### config.mk
export PLATFORM = sky130hd
export DESIGN_NAME = lsu_ctrl
export DESIGN_NICKNAME = d
export VERILOG_FILES = /design/src/rtl/lsu_pkg.sv /design/src/rtl/lsu_load_align.sv /design/src/rtl/lsu_ctrl.sv
export SDC_FILE = /design/constraint.sdc
export NUM_CORES = 1
export LEC_CHECK = 0
export BUFFER_PORTS_ARGS = -buffer_cell sky130_fd_sc_hd__buf_2
export CAP_MARGIN = 20
export CORE_MARGIN = 2
export CORE_UTILIZATION = 48
export CTS_CLUSTER_DIAMETER = 120
export CTS_CLUSTER_SIZE = 10
export DETAILED_ROUTE_END_ITERATION = 10
export PLACE_DENSITY = 0.79
export SLEW_MARGIN = 25
export SYNTH_ARGS = -nofsm -noshare
export SYNTH_HDL_FRONTEND = slang
export SYNTH_SLANG_ARGS = --single-unit
### constraint.sdc
create_clock -name i_clk -period 2.83 [get_ports i_clk]
set_input_delay 0.566 -clock i_clk [delete_from_list [all_inputs] [get_ports i_clk]]
set_output_delay 0.566 -clock i_clk [all_outputs]
set_load 0.01 [all_outputs]
### src/rtl/lsu_pkg.sv
// rtl/lsu_pkg.sv - shared size codes, FSM states and byte-lane helpers for the load/store unit
package lsu_pkg;

  localparam logic [1:0] SIZE_BYTE = 2'b00;
  localparam logic [1:0] SIZE_HALF = 2'b01;
  localparam logic [1:0] SIZE_WORD = 2'b10;

  typedef enum logic [1:0] {
    IDLE,
    REQ,
    RESP,
    DONE
  } state_t;

  function automatic logic is_aligned(input logic [1:0] size, input logic [1:0] off);
    logic ok;
    case (size)
      SIZE_BYTE: ok = 1'b1;
      SIZE_HALF: ok = ~off[0];
      SIZE_WORD: ok = (off == 2'b00);
      default:   ok = 1'b0;
    endcase
    return ok;
  endfunction

  function automatic logic [3:0] byte_enable(input logic [1:0] size, input logic [1:0] off);
    logic [3:0] be;
    case (size)
      SIZE_BYTE: be = 4'b0001 << off;
      SIZE_HALF: be = 4'b0011 << {off[1], 1'b0};
      default:   be = 4'b1111;
    endcase
    return be;
  endfunction

  // Replicate the store operand across every lane it could land in.
  function automatic logic [31:0] lane_data(input logic [1:0] size, input logic [31:0] wdata);
    logic [31:0] d;
    case (size)
      SIZE_BYTE: d = {4{wdata[7:0]}};
      SIZE_HALF: d = {2{wdata[15:0]}};
      default:   d = wdata;
    endcase
    return d;
  endfunction

endpackage

### src/rtl/lsu_load_align.sv
// rtl/lsu_load_align.sv - selects the addressed lane of a read word and sign/zero extends it
module lsu_load_align
  import lsu_pkg::*;
(
  input  logic [31:0] rdata,
  input  logic [1:0]  offset,
  input  logic [1:0]  size,
  input  logic        load_unsigned,
  output logic [31:0] data
);

  logic [7:0]  byte_lane;
  logic [15:0] half_lane;

  always_comb begin
    byte_lane = 8'h00;
    half_lane = 16'h0000;
    data      = rdata;
    case (offset)
      2'd0:    byte_lane = rdata[7:0];
      2'd1:    byte_lane = rdata[15:8];
      2'd2:    byte_lane = rdata[23:16];
      default: byte_lane = rdata[31:24];
    endcase
    half_lane = offset[1] ? rdata[31:16] : rdata[15:0];
    case (size)
      SIZE_BYTE: data = {{24{byte_lane[7] & ~load_unsigned}}, byte_lane};
      SIZE_HALF: data = {{16{half_lane[15] & ~load_unsigned}}, half_lane};
      default:   data = rdata;
    endcase
  end

endmodule

### src/rtl/lsu_ctrl.sv
// rtl/lsu_ctrl.sv - MEM-stage load/store sequencer driving one req/gnt/rvalid data-bus port
module lsu_ctrl
  import lsu_pkg::*;
#(
  parameter int TIMEOUT_CYCLES = 64
) (
  input  logic        i_clk,
  input  logic        i_rst,
  input  logic        i_valid,
  input  logic        i_mem_read,
  input  logic        i_mem_write,
  input  logic [1:0]  i_d_size,
  input  logic        i_d_unsigned,
  input  logic [31:0] i_addr,
  input  logic [31:0] i_wdata,
  output logic        o_stall,
  output logic        o_done,
  output logic [31:0] o_rdata,
  output logic        o_err,
  output logic        o_misaligned,
  output logic        o_bus_req,
  output logic        o_bus_we,
  output logic [31:0] o_bus_addr,
  output logic [3:0]  o_bus_be,
  output logic [31:0] o_bus_wdata,
  input  logic        i_bus_gnt,
  input  logic        i_bus_rvalid,
  input  logic [31:0] i_bus_rdata,
  input  logic        i_bus_err
);

  localparam int CW = $clog2(TIMEOUT_CYCLES) + 1;

  state_t      state;
  logic [CW-1:0] cnt;
  logic        lat_we;
  logic [1:0]  lat_off;
  logic [1:0]  lat_size;
  logic        lat_unsigned;
  logic        access;
  logic        aligned;
  logic        idle;
  logic        start;
  logic        cnt_hit;
  logic [31:0] load_data;

  assign access       = i_mem_read | i_mem_write;
  assign aligned      = is_aligned(i_d_size, i_addr[1:0]);
  assign idle         = (state == IDLE);
  assign start        = idle & i_valid & access & aligned;
  assign o_misaligned = idle & i_valid & access & ~aligned;
  assign o_stall      = start | (state == REQ) | (state == RESP);

  // The cycle being spent now is the last one allowed in REQ+RESP.
  assign cnt_hit = (cnt == CW'(TIMEOUT_CYCLES - 2));

  lsu_load_align u_align (
    .rdata         (i_bus_rdata),
    .offset        (lat_off),
    .size          (lat_size),
    .load_unsigned (lat_unsigned),
    .data          (load_data)
  );

  always_ff @(posedge i_clk) begin
    if (i_rst) begin
      state        <= IDLE;
      cnt          <= '0;
      lat_we       <= 1'b0;
      lat_off      <= 2'b00;
      lat_size     <= 2'b00;
      lat_unsigned <= 1'b0;
      o_done       <= 1'b0;
      o_rdata      <= 32'h0;
      o_err        <= 1'b0;
      o_bus_req    <= 1'b0;
      o_bus_we     <= 1'b0;
      o_bus_addr   <= 32'h0;
      o_bus_be     <= 4'h0;
      o_bus_wdata  <= 32'h0;
    end else begin
      o_done <= 1'b0;
      case (state)
        IDLE: begin
          if (start) begin
            state        <= REQ;
            cnt          <= '0;
            lat_we       <= i_mem_write;
            lat_off      <= i_addr[1:0];
            lat_size     <= i_d_size;
            lat_unsigned <= i_d_unsigned;
            o_bus_req    <= 1'b1;
            o_bus_we     <= i_mem_write;
            o_bus_addr   <= {i_addr[31:2], 2'b00};
            o_bus_be     <= byte_enable(i_d_size, i_addr[1:0]);
            o_bus_wdata  <= lane_data(i_d_size, i_wdata);
            o_err        <= 1'b0;
            o_rdata      <= 32'h0;
          end
        end
        REQ: begin
          cnt <= cnt + 1'b1;
          if (cnt_hit) begin
            state     <= DONE;
            o_done    <= 1'b1;
            o_err     <= 1'b1;
            o_rdata   <= 32'h0;
            o_bus_req <= 1'b0;
            o_bus_we  <= 1'b0;
          end else if (i_bus_gnt) begin
            state     <= RESP;
            o_bus_req <= 1'b0;
            o_bus_we  <= 1'b0;
          end
        end
        RESP: begin
          cnt <= cnt + 1'b1;
          // A response in the final allowed cycle still counts as completion.
          if (i_bus_rvalid) begin
            state   <= DONE;
            o_done  <= 1'b1;
            o_err   <= i_bus_err;
            o_rdata <= (lat_we | i_bus_err) ? 32'h0 : load_data;
          end else if (cnt_hit) begin
            state   <= DONE;
            o_done  <= 1'b1;
            o_err   <= 1'b1;
            o_rdata <= 32'h0;
          end
        end
        DONE: begin
          state   <= IDLE;
          o_err   <= 1'b0;
          o_rdata <= 32'h0;
        end
        default: state <= IDLE;
      endcase
    end
  end

endmodule

# --- Yosys cells after proc, flatten, opt, wreduce, memory -nomap -nowiden ---
# Cells that the tools add are included.
totals:
  regBits: 117
  latchBits: 0
  mem_bits_rw: 0
  mem_bits_ro: 0
  elab_cells: 86
  n_memories: 0
op_classes:
  addsub: 1
  multipliers: 0
  div: 0
  n_lt_le_gt_ge: 0
  n_eq_ne: 12
  shift: 2
  mux: 32
  bitwise: 13
  reduce_logical: 12
ops:
  columns: ["operator", "count"]
  rows:
  - ["$mux W32", 4]
  - ["$pmux W32 S2", 2]
  - ["$pmux W32 S4", 1]
  - ["$pmux W8 S3", 1]
  - ["$mux W16", 1]
  - ["$pmux W7 S2", 1]
  - ["$logic_not A2 Y1", 5]
  - ["$mux W2", 5]
  - ["$mux W1", 9]
  - ["$eq A2 B1 Y1 const B", 4]
  - ["$eq A2 B2 Y1 const B", 4]
  - ["$pmux W2 S4", 1]
  - ["$pmux W4 S2", 1]
  - ["$add A7 B1 Y7 const B", 1]
  - ["$eq A7 B6 Y1 const B", 1]
  - ["$mux W7", 1]
  - ["$and A1 B1 Y1", 6]
  - ["$ne A3 B3 Y1 const B", 2]
  - ["$pmux W1 S2", 3]
  - ["$reduce_and A3 Y1", 2]
  - ["$or A1 B1 Y1", 4]
  - ["$pmux W1 S4", 1]
  - ["$reduce_and A2 Y1", 2]
  - ["$reduce_bool A2 Y1", 2]
  - ["other kinds (6)", 8]

# --- Logic depth before layout (Yosys ltp) ---
# Gate-level depths: netlist (run 1).
depth:
  depth_word: 7
  depth_mapped: 10
  mapped_depth_nobuf: 7

# --- Cells and area by module ---
# A second synthesis (run 1) with hierarchy kept.
hier_totals:
  cells_unflattened: 708
  hier_area_um2: 6088.3
modules_own_cells:
  columns: ["module", "n_inst", "cells_each", "area_per_inst_um2", "seq_area_each_um2"]
  rows:
  - ["lsu_ctrl", 1, 593, 5242.5, 2342.2]
  - ["lsu_load_align", 1, 115, 845.8, 0.0]

# --- Worst setup path after synthesis (run 1) ---
# Ideal clock, no wire load.
synth_timing:
  path_type: "input -> output"
  startpoint: "in i_d_size[0]"
  endpoint: "out o_stall"
  arrival_ns: 1.673
  slack_ns: 0.591
  cell_stages: 6
  path_cell_list: "buf_2 -> a21oi_2 -> o21ba_2 -> clkbuf_1 -> buf_2 -> or3_1"
synth_between:
  elab_chain_cells: 5
synth_lines:
  columns: ["item", "line", "source"]
  rows:
  - ["start: declaration", "lsu_ctrl.sv:12", "input logic [1:0] i_d_size,"]
  - ["$eq A2 B2 Y1 (tied with other cells)", "lsu_pkg.sv:17", "case (size)"]
  - ["$pmux W1 S3 (*)", "lsu_pkg.sv:17", null]
  - ["$and A1 B1 Y1 (*)", "lsu_ctrl.sv:50", "assign start = idle & i_valid & access & aligned;"]
  - ["$or A1 B1 Y1 (*) (2 in series)", "lsu_ctrl.sv:52", "assign o_stall = start | (state == REQ) | (state == RESP);"]
  - ["end: declaration", "lsu_ctrl.sv:16", "output logic o_stall,"]
# Mark *: on every way between the ends. The rest lies on a longest branch, timed or not.

# --- Final worst setup path (run 1) ---
layout_timing:
  startpoint: "reg state[1]"
  endpoint: "out o_stall"
layout_between:
  elab_chain_cells: 6
layout_lines:
  columns: ["item", "line", "source"]
  rows:
  - ["start: declaration", "lsu_ctrl.sv:34", "state_t state;"]
  - ["start signal: assignment", "lsu_ctrl.sv:67", "state <= IDLE;"]
  - ["start signal: assignment", "lsu_ctrl.sv:86", "state <= REQ;"]
  - ["start signal: assignment", "lsu_ctrl.sv:104", "state <= DONE;"]
  - ["$logic_not A2 Y1", "lsu_ctrl.sv:49", "assign idle = (state == IDLE);"]
  - ["$and A1 B1 Y1 (3 in series)", "lsu_ctrl.sv:50", null]
  - ["$or A1 B1 Y1", "lsu_ctrl.sv:52", null]
  - ["$or A1 B1 Y1 (*)", "lsu_ctrl.sv:52", null]
# Marks and branches as above.

==> impl_metrics.toml, run 1 <==
[outcome]
run_status = "completed"

[final_layout]
nets = 929
instances_no_fill = 965
mostFrequentLayoutCell = "buf_2"
fin_util = 0.667
layout_common_cells = "buf_2 (210), nand2_1 (143), dfxtp_1 (117)"
layout-drive-gt1-share = 0.333
synthToLayoutAreaGrowth_pct = 34.1
fin_area_um2 = 6950

[floorplan]
io_pins = 213
die_area_um2 = 11600
start_util = 0.497
fp-row-count = 37
fp.dieH_um = 108
die_w_um = 108
design.core.area_um2 = 10400

[global_route]
grt_max_degree = 85
grt_util_met1 = 0.327
grt_pass1_vias = 5057
grt_usage = 0.267
antenna_found_initial = 1
met3_usage = 0.0817
met2_usage = 0.442
globalRouteOverflowTotal = 0
grt_pass1_wl_um = 24400
gr-max-usage-layer = "met2"

[pwr]
pwr-share-clk = 0.412
finalPower_mw = 5.41
power_density_nw_per_um2 = 779
pwr-share-comb = 0.240
vdd_drop_max_mv = 0.411
intPower_mw = 3.81
p_switching_mw = 1.60
p_leak_nw = 3.10
pwr-share-seq = 0.347
switching_share = 0.296

[synthesis]
yosysUniqueCellTypes = 55
synth_top_cell_by_area = "dfxtp_1"
ys_seq_elements = 117
synthTopCellsByArea = "dfxtp_1 (45%), nand2_1 (10%), a21oi_1 (5.7%), nor2_1 (3.7%), mux2i_1 (3.5%)"
synth_edf_count = 0
syn_area_um2 = 5180
netlist.area_leader.share = 0.452
synthArstFlopShare = 0
yosysWarnings = 0
syn-instance-count = 625
yosysSeqAreaShare = 0.452
postSynthAreaPerCell_um2 = 8.28
ys.flop_type = "dfxtp_1"

[timing]
hold_violations = 0
finalSetupViolCount = 0
max_slew_margin = 0.423
fin_crit_sh = 0.933
min_period_ns = 2.64
drv_slew = 0
rsz0062_at_grt = "false"
finalClockSkew_ns = 0.00736
fin_setup_tns_ns = 0
fmax_mhz = 379
tightest_slew_ns = 0.866

[critical_path]
critPathLaunchType = "register"
cp.required_ns = 2.26
arrival_ns = 2.07
crit_path_end_kind = "output port"
crit_type = "register to output port"
worst-path-max-fanout = 11

[placed_design]
placedCellCount = 932
hpwlAfterDp_um = 11100
gp_congestion = 0.927
place_area_um2 = 6300
place.port_buffers = 210

[clocking]
cts_max_level = 4
cts.sinks = 117
hold_buffers = 0
postCtsSetupRepairBufs = 0
insertion_delay_ns = 0.51
cts_tree = "done"
cts_max_path_buffers = 2
clockRootBuffer = "clkbuf_8"
numCtsBuffers = 17
clkTransAtPathRegs_ns = 0.06

[route]
vias_per_cell = 5.56
drt_iter0_drc = 419
firstDrtPassIters = 6
ant_nets = 0
wl_um = 15700
routedWlPerCell_um = 16.3
route.detailed.drc = 0
vias = 5368

[run]
max_cap_viol_count = 0

[hold_path]
hold_path_class = "primary input to register"
==> path summary, 6_finish.rpt <==
kind	start	end	slack, ns	cells after the start
setup / recovery	state[1]	o_stall	0.19	6
setup reg to reg	state[0]	o_rdata[25]	0.33	7
hold / removal	i_addr[2]	o_bus_addr[2]	0.29	3
hold reg to reg	o_rdata[31]	o_rdata[31]	0.45	2
==> sequential cells by signal, indices dropped and copies added (netlist names) <==
register / flops
lat_unsigned: 1
cnt: 7
o_bus_be: 4
o_bus_wdata: 32
o_bus_addr: 30
o_bus_we: 1
lat_size: 2
o_rdata: 32
lat_off: 2
state: 2
lat_we: 1
o_bus_req: 1
o_err: 1
o_done: 1
==> through the flow <==
stage	hold WS [ns]	setup WS (ns)
detailed placement	0.437	0.0962
global placement	0.431	0.202
global route	0.276	0.0359
finish	0.292	0.190
floorplan	0.445	0.591
CTS	0.275	0.0861
==> kinds of logic after synthesis <==
logic type,synth area share
XOR/XNOR,0.00508
flip-flops,0.452
buffers and inverters,0.0488
adder cells (fa/ha/maj),0.0145
multiplexers,0.0544
other,0.000724
AND/OR/NAND/NOR,0.177
AO/OA/AOI/OAI,0.247
==> power by group through the flow <==
stage	sequential, mW	combinational (mW)	clock, mW
after floorplan	1.94	0.766	0
after global placement	1.90	1.20	0
after detailed placement	1.91	1.24	0
after CTS	1.88	1.26	2.26
after global routing	1.90	1.43	2.34
final	1.88	1.30	2.23
==> routing by layer <==
layer / wire length [um] / share of wire / vias to the layer above
met5: 0 / 0 / -
met4: 304 / 0.019 / 0
met1: 6480 / 0.41 / 2472
met3: 1440 / 0.092 / 25
met2: 7510 / 0.48 / 282
li1: - / - / 2589
==> critical path, stage by stage (launching register included) <==
cell and delay [ns]:
dfxtp_1 0.38, inv_1 0.12, ha_4 0.22, o211ai_2 0.12, o21ba_4 0.26, or3_1 0.32, buf_2 0.15
==> Yosys cell counts, drive strengths merged, types with 2 or more instances <==
cell     instances
a2111oi          4
a211oi          12
a21oi           60
a221oi           3
a222oi           6
a22o             8
a2bb2oi          8
a311oi          12
a31oi            2
and2             2
buf             13
clkbuf          36
clkinv           2
dfxtp          117
ha               6
inv             10
mux2             7
mux2i           18
nand2          143
nand2b           5
nand3            2
nand3b           2
nor2            51
nor2b            7
nor3             3
o211ai          11
o21ai           41
o21bai           4
o22ai            9
or3              2
xor2             3
==> final cells by class <==
type	instances	area [um2]
Inverter	12	45.0
Antenna cell	1	2.50
Clock inverter	8	146
Clock buffer	23	477
Multi-Input combinational cell	449	2630
Tap cell	136	170
Timing Repair Buffer	219	1130
Fill cell	885	3470
Sequential cell	117	2340
==> what timing repair did <==
item	in CTS	in global routing
gates cloned	0	1
endpoints found under the hold margin	0	0
setup endpoints to repair	1	2
resized for setup	1	2
(Power assumes the default switching activity.)
==> inputs of run 2 (changes only) <==
- ABC_AREA: unset -> 1
- CORE_UTILIZATION: 48 -> 49
- PLACE_DENSITY: 0.79 -> 0.8
- clock period: 2.83 -> 2.75 ns (I/O delays scaled with it)
==> run 2 against run 1 <==
Net effect: hold slack got worse by 0.026 ns; sequential power rose by 2%; via count rose by 12%; non-clock buffer count rose by 4; sequential share of layout area fell by 0.72 points; core utilization fell by 0.63 points; first-iteration DRC count fell by 18%; clock skew rose by 0.00086 ns; worst setup slack improved by 0.10 ns; critical path type unchanged; critical endpoint unchanged; largest power group unchanged.
==> impl_metrics.toml, run 2 <==
[final_layout]
layout-drive-gt1-share = 0.273
mostFrequentLayoutCell = "buf_2"
layout_common_cells = "buf_2 (210), nand2_1 (202), dfxtp_1 (117)"
nFillCells = 975
nets = 1081
fin_util = 0.660
synthToLayoutAreaGrowth_pct = 32.4
num_antenna_cells = 0
instances_no_fill = 1121
top_regs = "o_bus_wdata (32), o_rdata (32), o_bus_addr (30)"

[synthesis]
postSynthAreaPerCell_um2 = 6.98
yosysMostFrequentCell = "nand2_1"
synth_xor_area_frac = 0.00163
synth_top_family_by_area = "compound AO/OA/AOI/OAI gates"
syn_area_um2 = 5360
yosysUniqueCellTypes = 34
syn-instance-count = 768
synth-simple-area-share = 0.230
yosysWarnings = 0
ys_seq_elements = 117
synthAdderAreaFrac = 0.0140
synthArstFlopShare = 0
yosysSeqAreaShare = 0.437
netlist.area_leader.share = 0.437
synth-compound-area-share = 0.233
synthMuxAreaShare = 0
synthTopCellsByArea = "dfxtp_1 (44%), nand2_1 (14%), a21oi_1 (9.1%), o21ai_0 (7.8%), inv_1 (4.4%)"
synth_edf_count = 0
ys.flop_type = "dfxtp_1"
synth_top_cell_by_area = "dfxtp_1"
yosys-top-cells-count = "nand2_1 (202), dfxtp_1 (117), a21oi_1 (97)"

[pwr]
p_leak_nw = 3.31
vdd_drop_max_mv = 0.414
power_density_nw_per_um2 = 758

[placed_design]
hpwlAfterDp_um = 12100
place.port_buffers = 210
place_ws_ns = 0.499
placedCellCount = 1089
gp_congestion = 0.907

[timing]
fmax_mhz = 407
finalSetupViolCount = 0
tightest_slew_ns = 0.775
hold_violations = 0
fin_setup_tns_ns = 0
rsz0062_at_grt = "false"
setup_ws_ns = 0.292
min_period_ns = 2.46
max_slew_margin = 0.470
fin_crit_sh = 0.894
whs_ns = 0.266
finalClockSkew_ns = 0.00822
drv_slew = 0

[route]
drt_iter0_drc = 343
wl_um = 16700
firstDrtPassIters = 5
routedWlPerCell_um = 14.9
vias_per_cell = 5.38
ant_nets = 0
vias = 6030
route.detailed.drc = 0

[clocking]
clkTransAtPathRegs_ns = 0.06
hold_buffers = 0
cts-resized-gates = 0
cts.sinks = 117
cts_max_level = 4
postCtsSetupRepairBufs = 0
cts_tree = "done"
numCtsBuffers = 17
cts_max_path_buffers = 2
insertion_delay_ns = 0.51
clockRootBuffer = "clkbuf_8"

[critical_path]
critPathLaunchType = "register"
r2r_slack_ns = 0.49
arrival_ns = 1.91
crit_type = "register to output port"
cp.required_ns = 2.20
r2r_cells = 10
worst-path-max-fanout = 8
crit_path_end_kind = "output port"

[global_route]
grt_pass1_vias = 5421
antenna_found_initial = 1
grt_max_degree = 35
globalRouteOverflowTotal = 0
grt_pass1_wl_um = 25900
grt_usage = 0.280

[floorplan]
design.core.area_um2 = 10700
start_util = 0.499
io_pins = 213
die_w_um = 109
fp.dieH_um = 109
fp-row-count = 38
die_area_um2 = 11800

[outcome]
run_status = "completed"

[hold_path]
hold_path_class = "primary input to register"
min_path_cells = 3

[run]
max_cap_viol_count = 0
-- run 2: routing by layer --
metal,vias up,global-route usage,wire [um]
met5,-,0,13
met4,2,0.125,523
met3,49,0.0838,1700
met2,321,0.458,7840
met1,2700,0.339,6650
li1,2958,-,-
-- run 2: worst paths after layout --
path | start | end
hold reg to reg | o_bus_addr[5] | o_bus_addr[5]
setup / recovery | state[1] | o_stall
setup reg to reg | state[1] | o_rdata[17]
hold / removal | i_wdata[24] | o_bus_wdata[24]
-- run 2: kinds of logic (layout without fill, tap and decap cells) --
group / after synthesis / in the layout
buf+inv: 107 / 319
simple gates: 305 / 305
flops: 117 / 117
xor+xnor: 1 / 1
fa+ha+maj: 6 / 6
other cells: 1 / 2
compound gates: 231 / 231
-- run 2: worst max-delay path, stage by stage (launching register included) --
cell	delay, ns
dfxtp_1	0.31
inv_1	0.13
ha_1	0.31
nand2_1	0.10
nor2_1	0.19
nand2_4	0.10
nand2_1	0.11
buf_2	0.14
-- run 2: power by group --
group	internal (mW)	total (mW)	switching (mW)
logic	0.384	1.17	0.783
registers	1.83	1.92	0.0852
clock network	1.43	2.29	0.862
-- run 2: layout make-up --
type                       instances  area [um2]  area share
multi-input combinational        545        2570       0.363
tap                              140         175      0.0247
inverter                          64         240      0.0339
clock buffer                      18         428      0.0603
clock inverter                    14         188      0.0264
timing repair buffer             223        1150       0.162
sequential                       117        2340       0.330
-- run 2: stage by stage --
| step | power, mW | area, um2 |
|---|---|---|
| floorplan | 2.70 | 5360 |
| global placement | 3.09 | 6480 |
| detailed placement | 3.10 | 6480 |
| CTS | 5.39 | 7100 |
| global route | 5.62 | 7100 |
| finish | 5.38 | 7100 |
==> inputs of run 3 (changes only) <==
- CORE_UTILIZATION: 49 -> 50
- SYNTH_HIERARCHICAL: unset -> 1
==> run 3 against run 2 <==
Net effect: total power increased by 8.5%; cell area increased by 2.9%; sequential power about the same; area after synthesis increased by 6.3%; highest routed layer is now met4; global-route usage decreased by 1.5 points; sequential cell count unchanged; critical endpoint unchanged; core utilization increased by 0.45 points; hold slack improved by 0.056 ns.
==> impl_metrics.toml, run 3 <==
[timing]
fin_crit_sh = 0.905
min_period_ns = 2.49
setup_ws_ns = 0.260
drv_slew = 0
hold_violations = 0
fmax_mhz = 402
finalSetupViolCount = 0
finalClockSkew_ns = 0.00772
whs_ns = 0.322
rsz0062_at_grt = "false"
fin_setup_tns_ns = 0
tightest_slew_ns = 0.561
max_slew_margin = 0.624

[final_layout]
nFillCells = 976
layout-drive-gt1-share = 0.296
mostFrequentLayoutCell = "nand2_1"
fin_area_um2 = 7300
synthToLayoutAreaGrowth_pct = 28.2
top_regs = "o_bus_wdata (32), o_rdata (32), o_bus_addr (30)"
layout_common_cells = "nand2_1 (274), buf_2 (210), dfxtp_1 (117)"
num_antenna_cells = 0
nets = 1105
multi_input_area_um2 = 2850
instances_no_fill = 1145
fin_util = 0.665
seqCellArea_um2 = 2340

[synthesis]
yosysSeqAreaShare = 0.411
synthTopCellsByArea = "dfxtp_1 (41%), nand2_1 (18%), a21oi_1 (9.9%), nand3_2 (4.0%), nand4_1 (3.8%)"
yosysUniqueCellTypes = 33
synth_edf_count = 0
yosysMostFrequentCell = "nand2_1"
yosysWarnings = 6
synth_top_cell_by_area = "dfxtp_1"
ys_seq_elements = 117
syn-instance-count = 803
ys.flop_type = "dfxtp_1"
netlist.area_leader.share = 0.411
syn_area_um2 = 5700
yosys-top-cells-count = "nand2_1 (274), dfxtp_1 (117), a21oi_1 (113)"
postSynthAreaPerCell_um2 = 7.10
synthArstFlopShare = 0

[pwr]
p_switching_mw = 2.19
power_density_nw_per_um2 = 799
p_leak_nw = 3.51
pwr-share-clk = 0.372
pwr-share-seq = 0.328
vdd_drop_max_mv = 0.641
switching_share = 0.375
intPower_mw = 3.65
pwr-share-comb = 0.300
finalPower_mw = 5.84

[critical_path]
critPathLaunchType = "register"
slowest_delay_ns = 0.34
crit_type = "register to output port"
r2r_cells = 10
r2r_slack_ns = 0.48
worst-path-max-fanout = 11
crit_path_end_kind = "output port"
r2r_start = "state[0]"
arrival_ns = 1.94
cp.required_ns = 2.20
reg2reg_to = "o_bus_be[2]"
cp_cell_sequence = "inv_1 > ha_1 > nand2_1 > nor2_2 > nand3_4 > nand3_1 > buf_2"
cp_slowest_cell = "dfxtp_1"

[floorplan]
die_area_um2 = 12300
fp.dieH_um = 111
fp-row-count = 38
die_w_um = 111
start_util = 0.519
io_pins = 213
design.core.area_um2 = 11000

[placed_design]
place_area_um2 = 6710
place_ws_ns = 0.372
placedCellCount = 1113
place.port_buffers = 210
hpwlAfterDp_um = 11700
gp_congestion = 0.898

[outcome]
run_status = "completed"

[clocking]
clockRootBuffer = "clkbuf_16"
hold_buffers = 0
cts-resized-gates = 0
cts.sinks = 117
cts_max_path_buffers = 2
cts_max_level = 4
insertion_delay_ns = 0.42
postCtsSetupRepairBufs = 0
numCtsBuffers = 17
cts_tree = "done"
clkTransAtPathRegs_ns = 0.06

[route]
wl_um = 16300
vias = 6048
vias_per_cell = 5.28
route.detailed.drc = 0
routedWlPerCell_um = 14.2
ant_nets = 0
firstDrtPassIters = 5
drt_iter0_drc = 495

[global_route]
grt_max_degree = 63
grt_pass1_vias = 5762
grt_usage = 0.265
globalRouteOverflowTotal = 0
antenna_found_initial = 0
grt_pass1_wl_um = 26900

[hold_path]
min_path_cells = 3
hold_path_class = "primary input to register"
min-delay-start = "i_wdata[22]"
min_to = "o_bus_wdata[22]"

[run]
max_cap_viol_count = 0
-- run 3: cell types whose count changed after synthesis, sizes merged, moves of 13 or more --
cell / delta
nand2: +73
o21ai: -42
nand4: +31
nor2: -31
nand3: +27
o22ai: -21
a21oi: +15
inv: -13
-- run 3: cell families after synthesis --
logic type,after synthesis,synth area share
buffers and inverters,105,0.0916
XOR/XNOR,1,0.00154
flip-flops,117,0.411
AND/OR/NAND/NOR,402,0.325
adder cells (fa/ha/maj),6,0.0132
other,1,0.000658
AO/OA/AOI/OAI,171,0.157
-- run 3: per-layer routing --
metal / GRT usage / part of all wire
met5: 0 / 0
met3: 0.0831 / 0.095
met4: 0.103 / 0.023
met2: 0.439 / 0.48
met1: 0.322 / 0.40
-- run 3: worst max-delay path by stage --
stage	start	slack (ns)	to	cells past startpoint
3_3_place_gp	state[0]	0.46	o_bus_be[2]	10
5_1_grt	state[0]	0.09	o_stall	7
2_1_floorplan	state[0]	0.70	o_stall	8
4_1_cts	state[0]	0.14	o_stall	7
6_report	state[0]	0.26	o_stall	7
3_5_place_dp	state[0]	0.37	o_bus_be[2]	10
-- run 3: cell type report --
| type | instances | share of cell area |
|---|---|---|
| sequential | 117 | 0.321 |
| clock buffer | 18 | 0.0601 |
| timing repair buffer | 223 | 0.159 |
| tap | 140 | 0.0240 |
| inverter | 51 | 0.0266 |
| clock inverter | 14 | 0.0197 |
| multi-input combinational | 582 | 0.390 |
-- run 3: power groups by stage --
stage          registers (mW)  clock network [mW]  logic [mW]
2_1_floorplan            1.98                   0        1.29
3_3_place_gp             1.95                   0        1.72
3_5_place_dp             1.95                   0        1.74
4_1_cts                  1.91                2.19        1.74
5_1_grt                  1.93                2.28        1.96
6_report                 1.91                2.17        1.75
-- run 3: critical path, delay by kind of cell, from the launching register on --
family | cells | cell delay (ns)
simple gates | 4 | 0.60
flops | 1 | 0.34
fa+ha+maj | 1 | 0.31
buf+inv | 2 | 0.27
